--- config.mk ---
export PLATFORM = sky130hd
export DESIGN_NAME = ecc_err_logger
export DESIGN_NICKNAME = d
export VERILOG_FILES = /design/src/rtl/ecc_pkg.sv /design/src/rtl/ecc_err_log_fifo.sv /design/src/rtl/ecc_err_logger.sv
export SDC_FILE = /design/constraint.sdc
export NUM_CORES = 1
export LEC_CHECK = 0
export CAP_MARGIN = 20
export CORE_MARGIN = 2
export CORE_UTILIZATION = 35
export DETAILED_ROUTE_END_ITERATION = 8
export PLACE_DENSITY_LB_ADDON = 0.25
export SETUP_SLACK_MARGIN = 0.02
export SYNTH_ARGS = -nofsm -noshare
export SYNTH_HDL_FRONTEND = slang
export SYNTH_SLANG_ARGS = --single-unit
--- constraint.sdc ---
create_clock -name ECC_decoding_clk -period 2.8 [get_ports ECC_decoding_clk]
set_input_delay 0.56 -clock ECC_decoding_clk [delete_from_list [all_inputs] [get_ports ECC_decoding_clk]]
set_output_delay 0.56 -clock ECC_decoding_clk [all_outputs]
set_load 0.02 [all_outputs]
--- src/rtl/ecc_pkg.sv ---
// ============================================================================
// Package     : ecc_pkg
// Description : Shared types, register offsets and STATUS bit positions for
//               the ECC error logger.
// Revision    : 1.0 - initial release
// ============================================================================
`default_nettype none

package ecc_pkg;

    typedef enum logic [1:0] {
        ERR_NONE = 2'b00,
        ERR_SEC  = 2'b01,
        ERR_DED  = 2'b10
    } err_type_e;

    localparam logic [31:0] REG_STATUS  = 32'h00;
    localparam logic [31:0] REG_IRQ_EN  = 32'h04;
    localparam logic [31:0] REG_SEC_CNT = 32'h08;
    localparam logic [31:0] REG_DED_CNT = 32'h0C;
    localparam logic [31:0] REG_LOG_POP = 32'h10;

    localparam int STS_SEC_PEND  = 0;
    localparam int STS_DED_PEND  = 1;
    localparam int STS_LOG_EMPTY = 2;
    localparam int STS_LOG_FULL  = 3;
    localparam int STS_OVF       = 4;

endpackage

`default_nettype wire

--- src/rtl/ecc_err_log_fifo.sv ---
// ============================================================================
// Module      : ecc_err_log_fifo
// Description : Small synchronous FIFO for error-log entries; a push into a
//               full FIFO is accepted when a pop happens on the same edge.
// Revision    : 1.0 - initial release
// ============================================================================
`default_nettype none

module ecc_err_log_fifo #(
    parameter int WIDTH = 7,
    parameter int DEPTH = 4
) (
    input  logic             ECC_decoding_clk,
    input  logic             ECC_decoding_rstn,
    input  logic             clr_i,
    input  logic             push_i,
    input  logic             pop_i,
    input  logic [WIDTH-1:0] wdata_i,
    output logic [WIDTH-1:0] rdata_o,
    output logic             full_o,
    output logic             empty_o
);

    localparam int PTR_W = $clog2(DEPTH);

    // Extra MSB distinguishes full from empty when the index bits match.
    logic [PTR_W:0]   wr_ptr_q, rd_ptr_q;
    logic [WIDTH-1:0] mem_q [DEPTH];
    logic             do_push, do_pop;

    assign empty_o = (wr_ptr_q == rd_ptr_q);
    assign full_o  = (wr_ptr_q[PTR_W] != rd_ptr_q[PTR_W]) &&
                     (wr_ptr_q[PTR_W-1:0] == rd_ptr_q[PTR_W-1:0]);
    assign do_pop  = pop_i & ~empty_o;
    assign do_push = push_i & (~full_o | do_pop);
    assign rdata_o = mem_q[rd_ptr_q[PTR_W-1:0]];

    always_ff @(posedge ECC_decoding_clk or negedge ECC_decoding_rstn) begin
        if (!ECC_decoding_rstn) begin
            wr_ptr_q <= '0;
            rd_ptr_q <= '0;
        end else if (clr_i) begin
            wr_ptr_q <= '0;
            rd_ptr_q <= '0;
        end else begin
            if (do_push) wr_ptr_q <= wr_ptr_q + 1'b1;
            if (do_pop)  rd_ptr_q <= rd_ptr_q + 1'b1;
        end
    end

    always_ff @(posedge ECC_decoding_clk) begin
        if (do_push) mem_q[wr_ptr_q[PTR_W-1:0]] <= wdata_i;
    end

endmodule

`default_nettype wire

--- src/rtl/ecc_err_logger.sv ---
// ============================================================================
// Module      : ecc_err_logger
// Description : Captures ECC SEC/DED events into saturating counters and an
//               address log FIFO; APB3 readback/W1C and a level interrupt.
// Revision    : 1.0 - initial release
// ============================================================================
`default_nettype none

module ecc_err_logger
    import ecc_pkg::*;
#(
    parameter int ADDR_WIDTH     = 5,
    parameter int REG_ADDR_WIDTH = 10,
    parameter int CNT_WIDTH      = 16,
    parameter int LOG_DEPTH      = 4
) (
    input  logic                      ECC_decoding_clk,
    input  logic                      ECC_decoding_rstn,
    input  logic                      sw_rstn,
    input  logic                      err_valid_i,
    input  logic [1:0]                err_type_i,
    input  logic [ADDR_WIDTH-1:0]     err_addr_i,
    input  logic                      psel,
    input  logic                      penable,
    input  logic                      pwrite,
    input  logic [REG_ADDR_WIDTH-1:0] paddr,
    input  logic [31:0]               pwdata,
    input  logic [3:0]                pstrb,
    output logic [31:0]               prdata,
    output logic                      pready,
    output logic                      pslverr,
    output logic                      irq_o
);

    localparam int ENTRY_W = ADDR_WIDTH + 2;
    localparam logic [CNT_WIDTH-1:0] CNT_MAX = '1;
    localparam logic [CNT_WIDTH-1:0] CNT_ONE = CNT_WIDTH'(1);

    logic [CNT_WIDTH-1:0] sec_cnt_q, sec_cnt_d, ded_cnt_q, ded_cnt_d;
    logic                 sec_pend_q, sec_pend_d, ded_pend_q, ded_pend_d;
    logic                 ovf_q, ovf_d, irq_q, irq_d;
    logic [2:0]           irq_en_q, irq_en_d;
    logic [ENTRY_W-1:0]   fifo_rdata;
    logic                 fifo_full, fifo_empty;

    // Comb outputs are also silenced while either reset is asserted.
    logic        active, access, wr, rd, is_sec, is_ded, is_evt, pop;
    logic        sel_sts, sel_en, sel_sec, sel_ded, sel_pop, unmapped;
    logic [31:0] addr32;

    assign active   = ECC_decoding_rstn & sw_rstn;
    assign access   = psel & penable & active;
    assign wr       = access & pwrite;
    assign rd       = access & ~pwrite;
    assign addr32   = 32'(paddr);
    assign sel_sts  = (addr32 == REG_STATUS);
    assign sel_en   = (addr32 == REG_IRQ_EN);
    assign sel_sec  = (addr32 == REG_SEC_CNT);
    assign sel_ded  = (addr32 == REG_DED_CNT);
    assign sel_pop  = (addr32 == REG_LOG_POP);
    assign unmapped = ~(sel_sts | sel_en | sel_sec | sel_ded | sel_pop);
    assign is_sec   = active & err_valid_i & (err_type_i == ERR_SEC);
    assign is_ded   = active & err_valid_i & (err_type_i == ERR_DED);
    assign is_evt   = is_sec | is_ded;
    assign pop      = rd & sel_pop & ~fifo_empty;
    assign pready   = 1'b1;
    assign irq_o    = irq_q;

    logic unused_ok;
    assign unused_ok = ^{pwdata[31:5], pstrb[3:1]};

    ecc_err_log_fifo #(
        .WIDTH (ENTRY_W),
        .DEPTH (LOG_DEPTH)
    ) u_log_fifo (
        .ECC_decoding_clk  (ECC_decoding_clk),
        .ECC_decoding_rstn (ECC_decoding_rstn),
        .clr_i             (~sw_rstn),
        .push_i            (is_evt),
        .pop_i             (pop),
        .wdata_i           ({err_type_i, err_addr_i}),
        .rdata_o           (fifo_rdata),
        .full_o            (fifo_full),
        .empty_o           (fifo_empty)
    );

    // Ordering: clears first, then event sets, so a same-cycle event wins.
    always_comb begin
        sec_cnt_d  = sec_cnt_q;
        ded_cnt_d  = ded_cnt_q;
        sec_pend_d = sec_pend_q;
        ded_pend_d = ded_pend_q;
        ovf_d      = ovf_q;
        irq_en_d   = irq_en_q;
        irq_d      = |({ovf_q, ded_pend_q, sec_pend_q} & irq_en_q);
        if (wr && sel_sts) begin
            if (pwdata[STS_SEC_PEND]) sec_pend_d = 1'b0;
            if (pwdata[STS_DED_PEND]) ded_pend_d = 1'b0;
            if (pwdata[STS_OVF])      ovf_d      = 1'b0;
        end
        if (wr && sel_en && pstrb[0]) irq_en_d = pwdata[2:0];
        if (is_sec) begin
            sec_pend_d = 1'b1;
            sec_cnt_d  = (wr && sel_sec) ? CNT_ONE :
                         (sec_cnt_q == CNT_MAX) ? sec_cnt_q : sec_cnt_q + 1'b1;
        end else if (wr && sel_sec) begin
            sec_cnt_d = '0;
        end
        if (is_ded) begin
            ded_pend_d = 1'b1;
            ded_cnt_d  = (wr && sel_ded) ? CNT_ONE :
                         (ded_cnt_q == CNT_MAX) ? ded_cnt_q : ded_cnt_q + 1'b1;
        end else if (wr && sel_ded) begin
            ded_cnt_d = '0;
        end
        if (is_evt && fifo_full && !pop) ovf_d = 1'b1;
    end

    always_ff @(posedge ECC_decoding_clk or negedge ECC_decoding_rstn) begin
        if (!ECC_decoding_rstn) begin
            sec_cnt_q  <= '0;
            ded_cnt_q  <= '0;
            sec_pend_q <= 1'b0;
            ded_pend_q <= 1'b0;
            ovf_q      <= 1'b0;
            irq_en_q   <= '0;
            irq_q      <= 1'b0;
        end else if (!sw_rstn) begin
            sec_cnt_q  <= '0;
            ded_cnt_q  <= '0;
            sec_pend_q <= 1'b0;
            ded_pend_q <= 1'b0;
            ovf_q      <= 1'b0;
            irq_en_q   <= '0;
            irq_q      <= 1'b0;
        end else begin
            sec_cnt_q  <= sec_cnt_d;
            ded_cnt_q  <= ded_cnt_d;
            sec_pend_q <= sec_pend_d;
            ded_pend_q <= ded_pend_d;
            ovf_q      <= ovf_d;
            irq_en_q   <= irq_en_d;
            irq_q      <= irq_d;
        end
    end

    always_comb begin
        prdata  = '0;
        pslverr = access & unmapped;
        if (rd) begin
            if (sel_sts) prdata[4:0] = {ovf_q, fifo_full, fifo_empty, ded_pend_q, sec_pend_q};
            if (sel_en)  prdata[2:0] = irq_en_q;
            if (sel_sec) prdata      = 32'(sec_cnt_q);
            if (sel_ded) prdata      = 32'(ded_cnt_q);
            if (sel_pop && !fifo_empty) begin
                prdata[31]               = 1'b1;
                prdata[17:16]            = fifo_rdata[ENTRY_W-1 -: 2];
                prdata[ADDR_WIDTH-1:0]   = fifo_rdata[ADDR_WIDTH-1:0];
            end
        end
    end

endmodule

`default_nettype wire

* Word level (Yosys, flattened, before mapping)
Memory sizes are Yosys's and may differ from the RTL's.
Cells that the tools add are included.
** Storage, ports and cells
- Register bits after elaboration :: 45
- Memory bits (writable) :: 28
- Logic and storage cells :: 119
- Memories :: 1
** Memory list
- u_log_fifo.mem_q :: words 4, width 7, rd ports 1, clocked after Yosys merged registers in 0, write ports 1, RTL line ecc_err_log_fifo.sv:28 : logic [WIDTH-1:0] mem_q [DEPTH];
** Cells by class
- $add $sub $neg :: 4
- Eq/ne operators :: 24
- Mux-type cells :: 39
- Bitwise logic cells :: 24
- Reduce and logical (&&, ||, !) cells :: 18
** Operators by type and width (number)
- 2-to-1 mux 16 bit :: 11
- 2-to-1 mux 32 bit :: 2
- adder 16 x 1 -> 16 bit (second input constant) :: 2
- equality test 16 bit (second input constant) :: 2
- zero test 32 bit :: 1
- inequality test 3 x 1 -> 1 bit (second input constant) :: 8
- 2-to-1 mux 3 bit :: 7
- equality test 10 x 4 -> 1 bit (second input constant) :: 2
- 2-to-1 mux 1 bit :: 16
- bitwise AND 1 bit :: 13
- equality test 10 x 3 -> 1 bit (second input constant) :: 1
- equality test 10 x 5 -> 1 bit (second input constant) :: 1
- 2-to-1 mux 5 bit :: 2
- AND reduction 2 bit :: 5
- logical AND 1 bit :: 9
- adder 3 x 1 -> 3 bit (second input constant) :: 2
- inequality test 2 x 1 -> 1 bit (second input constant) :: 3
- inequality test 3 bit (second input constant) :: 2
- bitwise OR 1 bit :: 6
- NOT 1 bit :: 4
- bitwise AND 3 bit :: 1
- equality test 3 bit :: 1
- OR reduction 3 bit :: 1
- equality test 2 x 1 -> 1 bit (second input constant) :: 1
- 5 further kinds :: 6

* Logic depth before layout (Yosys ltp)
- Depth in word-level cells :: 10
- Depth in mapped cells :: 8
- Gate-level depth less buffers :: 6

* Hierarchy
A second synthesis with hierarchy kept.
** Second synthesis, totals
- Cell total of the unflattened synthesis :: 416
- Area total of the unflattened synthesis :: 4509.3 µm²
** By module, submodules not included
- ecc_err_logger :: times used 1, cells an instance 327, area an instance 2941.6 µm²
- ecc_err_log_fifo :: times used 1, cells an instance 89, area an instance 1567.8 µm²

* Least setup slack after synthesis
No wires, ideal clock.
- Path type :: input to output
- Start point :: in paddr[1]
- End point :: out prdata[10]
- Arrival time :: 2.281 ns
- Data required time :: 2.240 ns
- Setup slack :: -0.041 ns
- Stages :: 7
- Path through :: or3_1 > buf_6 > nor3b_4 > nand2_1 > or2_1 > buf_2 > nor2_1
** On the way
- Longest elaborated chain between the ends :: 4
- Elaborated cells between the ends (all ways) :: 5
** Ends and longest elaborated chain
- start: declaration :: RTL line ecc_err_logger.sv:26 : input logic [REG_ADDR_WIDTH-1:0] paddr,
- equality test 10 x 4 -> 1 bit :: RTL line ecc_err_logger.sv:58 : assign sel_sec = (addr32 == REG_SEC_CNT);
- 2-to-1 mux 16 bit :: RTL line ecc_err_logger.sv:153 : if (sel_sec) prdata = 32'(sec_cnt_q);
- 2-to-1 mux 32 bit (*) :: RTL line ecc_err_logger.sv:154 : if (sel_ded) prdata = 32'(ded_cnt_q);
- 2-to-1 mux 32 bit (*) :: RTL line ecc_err_logger.sv:150 : if (rd) begin
- end: declaration :: RTL line ecc_err_logger.sv:29 : output logic [31:0] prdata,
Every way passes the cells marked *; elsewhere a longest branch is shown, timed or not.

* Final worst setup path
- Start point :: in psel
- End point :: out prdata[16]
** On the way
- Longest elaborated chain between the ends :: 4
** Ends and longest elaborated chain
- start: declaration :: RTL line ecc_err_logger.sv:23 : input logic psel,
- bitwise AND 1 bit (2 in series) :: RTL line ecc_err_logger.sv:52 : assign access = psel & penable & active;
- bitwise AND 1 bit :: RTL line ecc_err_logger.sv:54 : assign rd = access & ~pwrite;
- 2-to-1 mux 32 bit :: RTL line ecc_err_logger.sv:150
No other way between the ends.

==> flow_summary_export.csv <==
group,metric,value,unit
logic_synthesis,synth_top_area_cell,"dfrtp_1",
sta,slew_headroom,56.9,%
sta,drv_slew,0,
grt,grt_max_degree,50,
die,die_area,13400,µm²
critical_path,critPathMaxStageDelay,460,ps
routing,num_vias,3700,
clock_network,cts.sinks,73,
routing,viasPerCell,5.35,
critical_path,crit_type,"in -> out",
placed_design,port-buffer-count,49,
critical_path,startpoint_type,"primary input",
logic_synthesis,synth_edf_count,28,
logic_synthesis,yosysSeqAreaShare,45.0,%
critical_path,required,2240,ps
die,start_util,36.1,%
logic_synthesis,synthXorXnorAreaFrac,1.20,%
clock_network,postCtsSetupBuffers,0,
grt,grt_overflow_total,0,
die,die_h,116,µm
run_status,outcome,"finished, final reports clean",
logic_synthesis,synthesis.area,4370,µm²
logic_synthesis,synth_mux_area_share,9.39,%
placed_design,dp_cells,676,
layout,multi_input_area,2270,µm²
logic_synthesis,synthCells,431,
grt,grt_pass1_vias,3559,
placed_design,place_ws,-732,ps
sta,setup_viol,0,
die,core-area,12100,µm²
sta,min_period,2700,ps
layout,diodes,0,
logic_synthesis,synth-adder-area-share,2.00,%
critical_path,crit_fanout,3,
logic_synthesis,synth_compound_area_share,14.2,%
layout,n_fill_cell,1180,
layout,layout.nets,586,
die,num_rows,40,
placed_design,placed_cell_area,5280,µm²
sta,fin_crit_sh,96.4,%
critical_path,arrival,2140,ps
hold_path,min_path_type,"in -> async",
logic_synthesis,ys_ff_latch,73,
logic_synthesis,synth_cell_types,59,
pwr,p_leak,2.32,nW
layout,final_cell_mix,"buf_4, dfrtp_1, nand3_1, nand2_1, edfxtp_1",
critical_path,setup.worst_path.end_class,"output port",
routing,wl_per_cell,16.5,µm
layout,layout_commonest_cell,"buf_4",
logic_synthesis,synthFlopType,"dfrtp_1",
clock_network,clock_latency,340,ps
logic_synthesis,yosys_warnings,0,
critical_path,path_cells,"clkdlybuf4s50_1, nand4_1, nand2b_4, or4_4, buf_6, nor2b_1, buf_4",
clock_network,path_clk_slew,60,ps
sta,fmaxAchievable,371,MHz
layout,area_growth,26.5,%
sta,hold_viol_final,0,
routing,wirelength,11400,µm
sta,skew,4.85,ps
sta,worst_pin_slew,641,ps
logic_synthesis,synth_top_area_share,25.8,%
placed_design,place_hpwl,8440,µm
routing,dr.pass1.iters,4,
clock_network,cts_tree,"yes",
placed_design,gp_congestion,0.856,
grt,grt_pass1_wl,18400,µm
layout,fin_area,5530,µm²
routing,drc,0,
logic_synthesis,syn_avg_cell_area,10.1,µm²
routing,drt_iter0_drc,237,
die,dieWidth,116,µm
layout,drive_gt1_share,26.3,%
logic_synthesis,synth_top_family_by_area,"simple AND/OR/NAND/NOR gates",
logic_synthesis,async_flop_share,61.6,%
clock_network,cts_buffer_depth,2,
clock_network,cts_max_level,3,
clock_network,root_buffer,"clkbuf_16",
die,num_io_pins,95,
pwr,power.density,438,nW/µm²
layout,fin_cells,692,
critical_path,crit_slowest_cell,"clkdlybuf4s50_1",
clock_network,cts_made_buffers,9,
logic_synthesis,synth_simple_gate_area_share,22.3,%
grt,antenna_found_initial,0,
sta,rsz0062_at_grt,"no",
pwr,vdd_drop_max,313,µV
job,cap_violations,0,
pwr,finalPower,2.42,mW
routing,ant_nets,0,
grt,grtUsageTotal,17.8,%
sta,fin_ws,101,ps
layout,ff_latch_area,1970,µm²
logic_synthesis,synth_area_leaders,"dfrtp_1, edfxtp_1, mux2i_1",
-- final timing paths --
check | start | endpoint | slack, ps | cells after the start
worst min-delay path | ECC_decoding_rstn | sec_cnt_q[15] | 440 | 2
max in group asynchronous | ECC_decoding_rstn | ded_cnt_q[9] | 1930 | 2
worst min register to register | u_log_fifo.wr_ptr_q[2] | u_log_fifo.wr_ptr_q[2] | 510 | 1
worst max-delay path | psel | prdata[16] | 100 | 7
min in group ECC_decoding_clk | u_log_fifo.wr_ptr_q[2] | u_log_fifo.wr_ptr_q[2] | 510 | 1
worst max register to register | sec_cnt_q[0] | sec_cnt_q[14] | 560 | 6
-- power breakdown --
part	switching [mW]	leakage (nW)	internal, mW
clock	0.491	0.137	0.615
sequential	0.00512	0.880	1.12
combinational	0.110	1.31	0.0832
total	0.606	2.32	1.82
-- routing by layer --
layer / part of all wire, % / track usage (%) / wire [µm] / up-vias
met5: 0 / 0 / 0 / -
met4: 0.95 / 4.37 / 108 / 0
met3: 4.9 / 3.92 / 559 / 9
met2: 48 / 29.0 / 5420 / 96
met1: 47 / 24.4 / 5320 / 1832
li1: - / - / - / 1763
-- flip-flops by register name (all words and copies together) (netlist names) --
register / count
u_log_fifo.wr_ptr_q: 3
u_log_fifo.mem_q: 28
irq_o: 1
irq_en_q: 3
sec_cnt_q: 16
u_log_fifo.rd_ptr_q: 3
sec_pend_q: 1
ded_cnt_q: 16
ovf_q: 1
ded_pend_q: 1
-- area by class of cell --
| cell class | count | share of cell area [%] |
|---|---|---|
| inverter | 9 | 0.611 |
| sequential | 73 | 35.6 |
| multi-input combinational | 327 | 41.0 |
| tap | 168 | 3.80 |
| timing repair buffer | 99 | 13.8 |
| clock buffer | 9 | 4.08 |
| clock inverter | 7 | 1.09 |
-- Yosys cell counts, types with 3 or more instances --
library cell / instances
nand2b_1: 4
o31ai_1: 3
o21a_1: 3
and2_1: 5
a31oi_1: 5
a22oi_1: 6
edfxtp_1: 28
a21o_1: 3
or3_1: 10
nor4_1: 6
nor3_1: 13
a21oi_1: 17
nand4_1: 9
mux4_2: 7
a22o_2: 4
a21o_2: 3
xor2_1: 4
nor2b_1: 12
dfrtp_1: 45
o21ai_0: 15
buf_6: 3
mux2i_1: 23
nand3_1: 34
nand2_1: 33
ha_1: 7
inv_1: 9
or2_2: 3
clkbuf_1: 11
nor2_1: 29
buf_2: 7
a22o_1: 4
a211o_1: 5
buf_4: 14
and3_1: 13
-- cells by family (layout without fill, tap and decap cells) --
logic type / count (synthesis) / count (layout)
adder cells (fa/ha/maj): 7 / 7
AO/OA/AOI/OAI: 85 / 85
AND/OR/NAND/NOR: 182 / 183
buffers and inverters: 44 / 124
other: 2 / 14
multiplexers: 32 / 32
flip-flops: 73 / 73
XOR/XNOR: 6 / 6
-- worst max-delay path, delay by kind of cell --
| family | cells | cell delay, ps |
|---|---|---|
| buffers and inverters | 3 | 750 |
| and+or+nand+nor | 4 | 820 |
-- per-stage QoR --
stage          hold WS, ps  utilization (%)  setup TNS (ps)
2_1_floorplan          264                -            -409
3_3_place_gp           487             43.6          -12670
3_5_place_dp           501             43.6          -13490
4_1_cts                459             45.6               0
5_1_grt                494             45.6               0
6_report               441             45.6               0
-- repair_timing --
| item | CTS | global route |
|---|---|---|
| hold buffers | 0 | 0 |
| pin swaps | 7 | 11 |
| gates resized for setup | 107 | 26 |
| setup endpoints to repair | 20 | 19 |
| cloned | 0 | 1 |
No activity file was read; power rests on OpenSTA's default activity.
